File: config.mk
export PLATFORM = sky130hd
export DESIGN_NAME = gcd_datapath
export DESIGN_NICKNAME = d
export VERILOG_FILES = /design/src/rtl/gcd_datapath.sv
export SDC_FILE = /design/constraint.sdc
export NUM_CORES = 1
export LEC_CHECK = 0
export BUFFER_PORTS_ARGS = -buffer_cell sky130_fd_sc_hd__buf_2
export CAP_MARGIN = 20
export CORE_MARGIN = 2
export CORE_UTILIZATION = 46
export DETAILED_ROUTE_END_ITERATION = 6
export PLACE_DENSITY_LB_ADDON = 0.3
export SYNTH_ARGS = -nofsm -noshare
export SYNTH_HDL_FRONTEND = slang
export SYNTH_SLANG_ARGS = --single-unit
export TNS_END_PERCENT = 30
File: constraint.sdc
create_clock -name clk_i -period 2.6 [get_ports clk_i]
set_input_delay 0.26 -clock clk_i [delete_from_list [all_inputs] [get_ports clk_i]]
set_output_delay 0.26 -clock clk_i [all_outputs]
set_load 0.01 [all_outputs]
File: src/rtl/gcd_datapath.sv
// Operand/arithmetic half of the GCD engine: captures an operand pair, runs
// subtractive Euclid steps while the controller reports COMPUTE, holds the result.
module gcd_datapath #(
  parameter int DATA_WIDTH = 8,
  parameter int ITER_WIDTH = 16
) (
  input  logic                  clk_i,
  input  logic                  reset_i,
  input  logic                  load_i,
  input  logic [DATA_WIDTH-1:0] a_i,
  input  logic [DATA_WIDTH-1:0] b_i,
  input  logic [1:0]            state_i,
  output logic                  compare_zero_o,
  output logic [DATA_WIDTH-1:0] result_o,
  output logic                  result_valid_o,
  output logic [ITER_WIDTH-1:0] iter_count_o,
  output logic                  busy_o
);

  localparam logic [1:0] ST_COMPUTE = 2'b01;
  localparam logic [1:0] ST_FINISH  = 2'b10;

  logic [DATA_WIDTH-1:0] a_q;
  logic [DATA_WIDTH-1:0] b_q;
  logic [DATA_WIDTH-1:0] result_q;
  logic                  valid_q;
  logic [ITER_WIDTH-1:0] iter_q;
  logic                  armed_q;

  // Registers only, so the controller never sees a combinational path from our inputs.
  assign compare_zero_o = (a_q == '0) || (b_q == '0);

  assign result_o       = result_q;
  assign result_valid_o = valid_q;
  assign iter_count_o   = iter_q;
  assign busy_o         = armed_q;

  // result_valid_o is a level: it rises once per armed operation and stays high
  // until the next load_i or reset; there is no ready/acknowledge from the host.
  always_ff @(posedge clk_i or posedge reset_i) begin
    if (reset_i) begin
      a_q      <= '0;
      b_q      <= '0;
      result_q <= '0;
      valid_q  <= 1'b0;
      iter_q   <= '0;
      armed_q  <= 1'b0;
    end else if (load_i) begin
      a_q     <= a_i;
      b_q     <= b_i;
      iter_q  <= '0;
      valid_q <= 1'b0;
      armed_q <= 1'b1;
    end else if (state_i == ST_COMPUTE && !compare_zero_o) begin
      if (a_q >= b_q) begin
        a_q <= a_q - b_q;
      end else begin
        b_q <= b_q - a_q;
      end
      if (iter_q != '1) begin
        iter_q <= iter_q + ITER_WIDTH'(1);
      end
    end else if (state_i == ST_FINISH && armed_q && compare_zero_o) begin
      // One operand is zero, so OR yields the survivor (or 0 when both are zero).
      result_q <= a_q | b_q;
      valid_q  <= 1'b1;
      armed_q  <= 1'b0;
    end
  end

endmodule

==> After elaboration in Yosys (flattened, before gate mapping) <==
Index checks and enable logic that the tools add are counted.
{ "totals": {"ff_bits": 42, "inputBits": 21, "output_inout_bits": 27, "word_cells": 49} }
{ "op_classes": {"add_sub_neg": 3, "order_cmp": 1, "eq_ne": 5, "n_mux": 15, "n_bitwise": 3, "n_reduce_logical": 16} }
{ "op_table": {"columns": ["cell", "n"], "rows": [
  ["$mux W16", 3],
  ["$mux W8", 6],
  ["$add A16 B1 Y16 const B", 1],
  ["$logic_not A8 Y1", 2],
  ["$ne A16 B16 Y1 const B", 1],
  ["$sub A8 B8 Y8", 2],
  ["$ge A8 B8 Y1", 1],
  ["$or A8 B8 Y8", 1],
  ["$reduce_and A2 Y1", 4],
  ["$reduce_bool A2 Y1", 4],
  ["$mux W1", 6],
  ["$ne A2 B2 Y1 const B", 2],
  ["$logic_and A1 B1 Y1", 3],
  ["$reduce_and A3 Y1", 1],
  ["$eq A2 B1 Y1 const B", 1],
  ["$eq A2 B2 Y1 const B", 1],
  ["$not A1 Y1", 2],
  ["$logic_not A1 Y1", 1],
  ["$logic_or A1 B1 Y1", 1]
]} }

==> Logic depth before layout (Yosys ltp) <==
{ "logic_depth": {"ltp_word": 6, "mapped_depth": 10, "mapped_depth_nobuf": 9} }

==> Worst setup path after synthesis <==
OpenSTA, ideal clock, no wires.
{ "synth_timing": {"kind": "register to register", "from": "register a_q[5]", "to": "register a_q[5]", "setup_time_ns": 0.086, "arrival_ns": 2.113, "t_required_ns": 2.514, "setup_slack_ns": 0.402, "stages_incl_launch_ff": 7, "path_buffers": 0, "period_less_slack_ns": 2.198, "cell_sequence": "dfrtp_1 -> inv_1 -> ha_1 -> or4_1 -> o221a_4 -> or3_4 -> o221ai_2"} }
{ "synth_between": {"elab_chain_len": 6, "elab_cells_between_ends": 12, "cone_classes": "1 x add/sub; 1 x order compare; 3 x mux; 7 x reduce/logical"} }
{ "synth_lines": {"columns": ["item", "line", "rtl"], "rows": [
  ["start: declaration", "23", "logic [DATA_WIDTH-1:0] a_q;"],
  ["start signal: assignment", "49", "a_q <= a_i;"],
  ["start signal: assignment", "56", "a_q <= a_q - b_q;"],
  ["parallel branches: the longest is 6 deep, another holds $sub A8 B8 Y8", null, null]
]} }
Several ways; the timed one is not identified. The select of a mux whose other input is x is not followed.
A chain may end at the register's enable or synchronous reset.

==> Worst setup path after layout <==
{ "layout_timing": {"from": "register a_q[6]", "to": "register b_q[6]"} }
{ "layout_between": {"elab_chain_len": 6, "elab_cells_between_ends": 12, "cone_classes": "1 x add/sub; 1 x order compare; 1 x eq/ne; 3 x mux; 6 x reduce/logical"} }
{ "layout_lines": {"columns": ["item", "line", "rtl"], "rows": [
  ["parallel branches: the longest is 6 deep, another holds $sub A8 B8 Y8", null, null],
  ["end signal: assignment", "50", "b_q <= b_i;"],
  ["end signal: assignment", "58", "b_q <= b_q - a_q;"],
  ["end: declaration", "24", "logic [DATA_WIDTH-1:0] b_q;"]
]} }
Several ways; the timed one is not identified. The select of a mux whose other input is x is not followed.

==> run_results.csv <==
group,metric,value,unit
critical_path,crit_buf_inv,3,
route,wl_per_cell,14.0,microns
yosys,ys_seq_area_frac,0.378,
placed_design,dp_cells,418,
grt,grt_max_degree,43,
route,ant_nets,0,
yosys,synth.largest_area_cell,"dfrtp_1",
placed_design,numPortBuffers,47,
floorplanning,dieArea,6690,sq um
pwr,vdd_ir_drop_max,279,uV
floorplanning,ios,48,
grt,track_usage,0.191,
critical_path,path_common_cell,"inv_1",
critical_path,crit_fanout,5,
sta,max_freq,411,MHz
cts,cts_tree,"yes",
layout,final_core_util,0.543,
pwr,p_int,1280,uW
layout,insertedDiodeCount,0,
route,firstDrtPassIters,4,
layout,fillerInstances,541,
floorplanning,core_region_area,5890,sq um
layout,area_delta_synth_final,14.9,%
pwr,seqPwrFrac,0.397,
sta,setup_violations,0,
yosys,syn-num-nets,346,
placed_design,dp_hpwl,4.58,mm
cts,postCtsHoldBufs,0,
run_status,run_status,"complete, no violations",
yosys,yosysMostFrequentCell,"dfrtp_1",
yosys,synth_seq_cells,42,
cts,cts_buffer_depth,2,
route,vias,2226,
yosys,synth.area.top_cells,"dfrtp_1, ha_1, xnor2_1",
cts,cts_resized,0,
pwr,total_power,2050,uW
layout,drive_above_1_share,0.211,
grt,overflow,0,
pwr,switchingPower,773,uW
grt,grt_pass1_wl,9.78,mm
floorplanning,start_util,0.473,
critical_path,worstPathRequired,2.82,ns
sta,fin_crit,2.43,ns
cts,cts_buffers,5,
flow_run,maxCapViolations,0,
sta,slew_headroom,0.651,
grt,grt_antenna_before_repair,1,
route,drtIter0Drc,125,
floorplanning,row_count,28,
pwr,p_clk_frac,0.196,
sta,slew_viol_final,0,
sta,rsz0062_at_grt,"false",
cts,path_clk_slew,0.08,ns
cts,cts_setup_buffers,0,
yosys,synth_commonest_cells,"dfrtp_1, nand2_1, inv_1",
layout,num-nets-final,397,
yosys,synth_top_cell_area_share,0.378,
placed_design,finalWeightedCongestion,0.846,
yosys,async_reset_ff_frac,1.00,
route,wl,5.94,mm
yosys,netlist_area,2780,sq um
route,via_per_inst,5.24,
critical_path,crit_type,"reg2reg",
sta,fin_tns_setup,0,ns
critical_path,crit_chain,"inv_1 > ha_1 > inv_1 > a221oi_1 > o221a_4 > nand2b_1 > buf_4 > or2_4 > o211ai_2",
worst_hold_path,hp-class,"in2async",
pwr,p_leak,0.00152,uW
pwr,combinationalPowerShare,0.407,
layout,final_cells,425,
grt,grt_pass1_vias,2106,
cts,cts.sinks,42,
pwr,netSwitchingFraction,0.377,
floorplanning,die_w,81.8,microns
floorplanning,die_h,81.8,microns
critical_path,cp-end-kind,"flop",
yosys,syn_area_per_cell,9.31,sq um
yosys,ys.flop_type,"dfrtp_1",
sta,fin_crit_sh,0.935,
route,remaining_drc_errors,0,
yosys,synth_cells,299,
cts,clock_latency,0.29,ns
critical_path,path_delay_family,"compound AO/OA/AOI/OAI gates",
sta,fin_skew,0.00809,ns
yosys,ys_warn_count,0,
sta,final_hold_viol_count,0,
yosys,synth_cell_type_count,45,
cts,clock-root-buffer,"clkbuf_8",
sta,tightest_slew,0.523,ns
critical_path,startpoint_type,"flop",
critical_path,slowest_stage,"dfrtp_1",
yosys,synth_edf_count,0,
critical_path,arrival,2.65,ns
pwr,power.density,641,nW/um^2
cts,cts_max_level,2,
critical_path,critPathMaxStageDelay,0.46,ns
-- registers in the layout, indices dropped and copies added, names as in the netlist --
register and cells:
iter_count_o 16, a_q 8, b_q 8, result_o 8
busy_o 1, result_valid_o 1
-- per-stage QoR --
step	instance area, sq um	hold WS, ns	setup slack (ns)
2_1_floorplan	2780	0.381	0.402
3_3_place_gp	3120	0.422	0.237
3_5_place_dp	3120	0.423	0.213
4_1_cts	3200	0.111	0.196
5_1_grt	3200	0.128	0.00775
6_report	3200	0.0894	0.169
-- tightest hold or removal path, stage by stage --
cell and delay (ns):
buf_2 0.09, inv_1 0.04, buf_4 0.44
-- cell usage in the layout, fill, tap and decap left out, types with 2 or more instances in the layout --
cell type | netlist | routed
nand3_1 | 4 | 4
buf_4 | 0 | 8
buf_2 | 2 | 47
ha_1 | 24 | 24
inv_1 | 26 | 26
nor2_1 | 18 | 18
xor2_1 | 2 | 2
nor3_1 | 4 | 4
nand2b_1 | 6 | 6
o311ai_0 | 2 | 2
a21oi_1 | 11 | 11
mux2i_1 | 10 | 10
xnor2_1 | 22 | 22
nor4_1 | 13 | 13
nor2b_1 | 2 | 2
dfrtp_1 | 42 | 42
clkbuf_8 | 0 | 5
clkinv_2 | 0 | 2
fa_1 | 2 | 2
and4_1 | 2 | 2
o221ai_2 | 3 | 3
nand4_1 | 3 | 3
o21ai_0 | 25 | 25
nand3b_1 | 2 | 2
nand2_1 | 36 | 36
o21bai_1 | 10 | 10
-- kinds of logic after synthesis --
logic type               Yosys count  synth area share
multiplexers                      10            0.0360
adder cells (fa/ha/maj)           26             0.122
flip-flops                        42             0.378
AND/OR/NAND/NOR                  101             0.192
buffers and inverters             37            0.0540
XOR/XNOR                          24            0.0755
AO/OA/AOI/OAI                     59             0.143
-- path summary, 6_finish.rpt --
check                      cells past startpoint           to  slack, ns         from
max                                            9       b_q[6]       0.17       a_q[6]
min                                            3  result_o[1]       0.09      reset_i
max reg2reg                                    9       b_q[6]       0.17       a_q[6]
min reg2reg                                    2  result_o[6]       0.48  result_o[6]
max in group asynchronous                      3       b_q[2]       2.15      reset_i
min in group clk_i                             3       a_q[2]       0.17       a_i[2]
-- cell type report --
class                           count  area [sq um]  share of cell area
Timing Repair Buffer               55           295              0.0923
Sequential cell                    42          1050               0.329
Inverter                           26          97.6              0.0305
Clock inverter                      2          10.0             0.00313
Clock buffer                        5          68.8              0.0215
Tap cell                           75          93.8              0.0293
Multi-Input combinational cell    220          1580               0.495
-- per-layer routing --
metal / vias up / GRT usage / routed length (microns)
met2: 58 / 0.295 / 2670
met1: 1033 / 0.263 / 2860
met5: - / 0 / 0
li1: 1122 / - / -
met4: 0 / 0.0683 / 108
met3: 13 / 0.0396 / 303
-- power groups by stage --
stage                     Combinational (uW)  Clock (uW)  Sequential [uW]
after floorplan                          608           0              828
after global placement                   822           0              822
after detailed placement                 828           0              827
after CTS                                835         411              813
after global routing                     936         442              828
final                                    835         402              813
(Power assumes the default switching activity.)
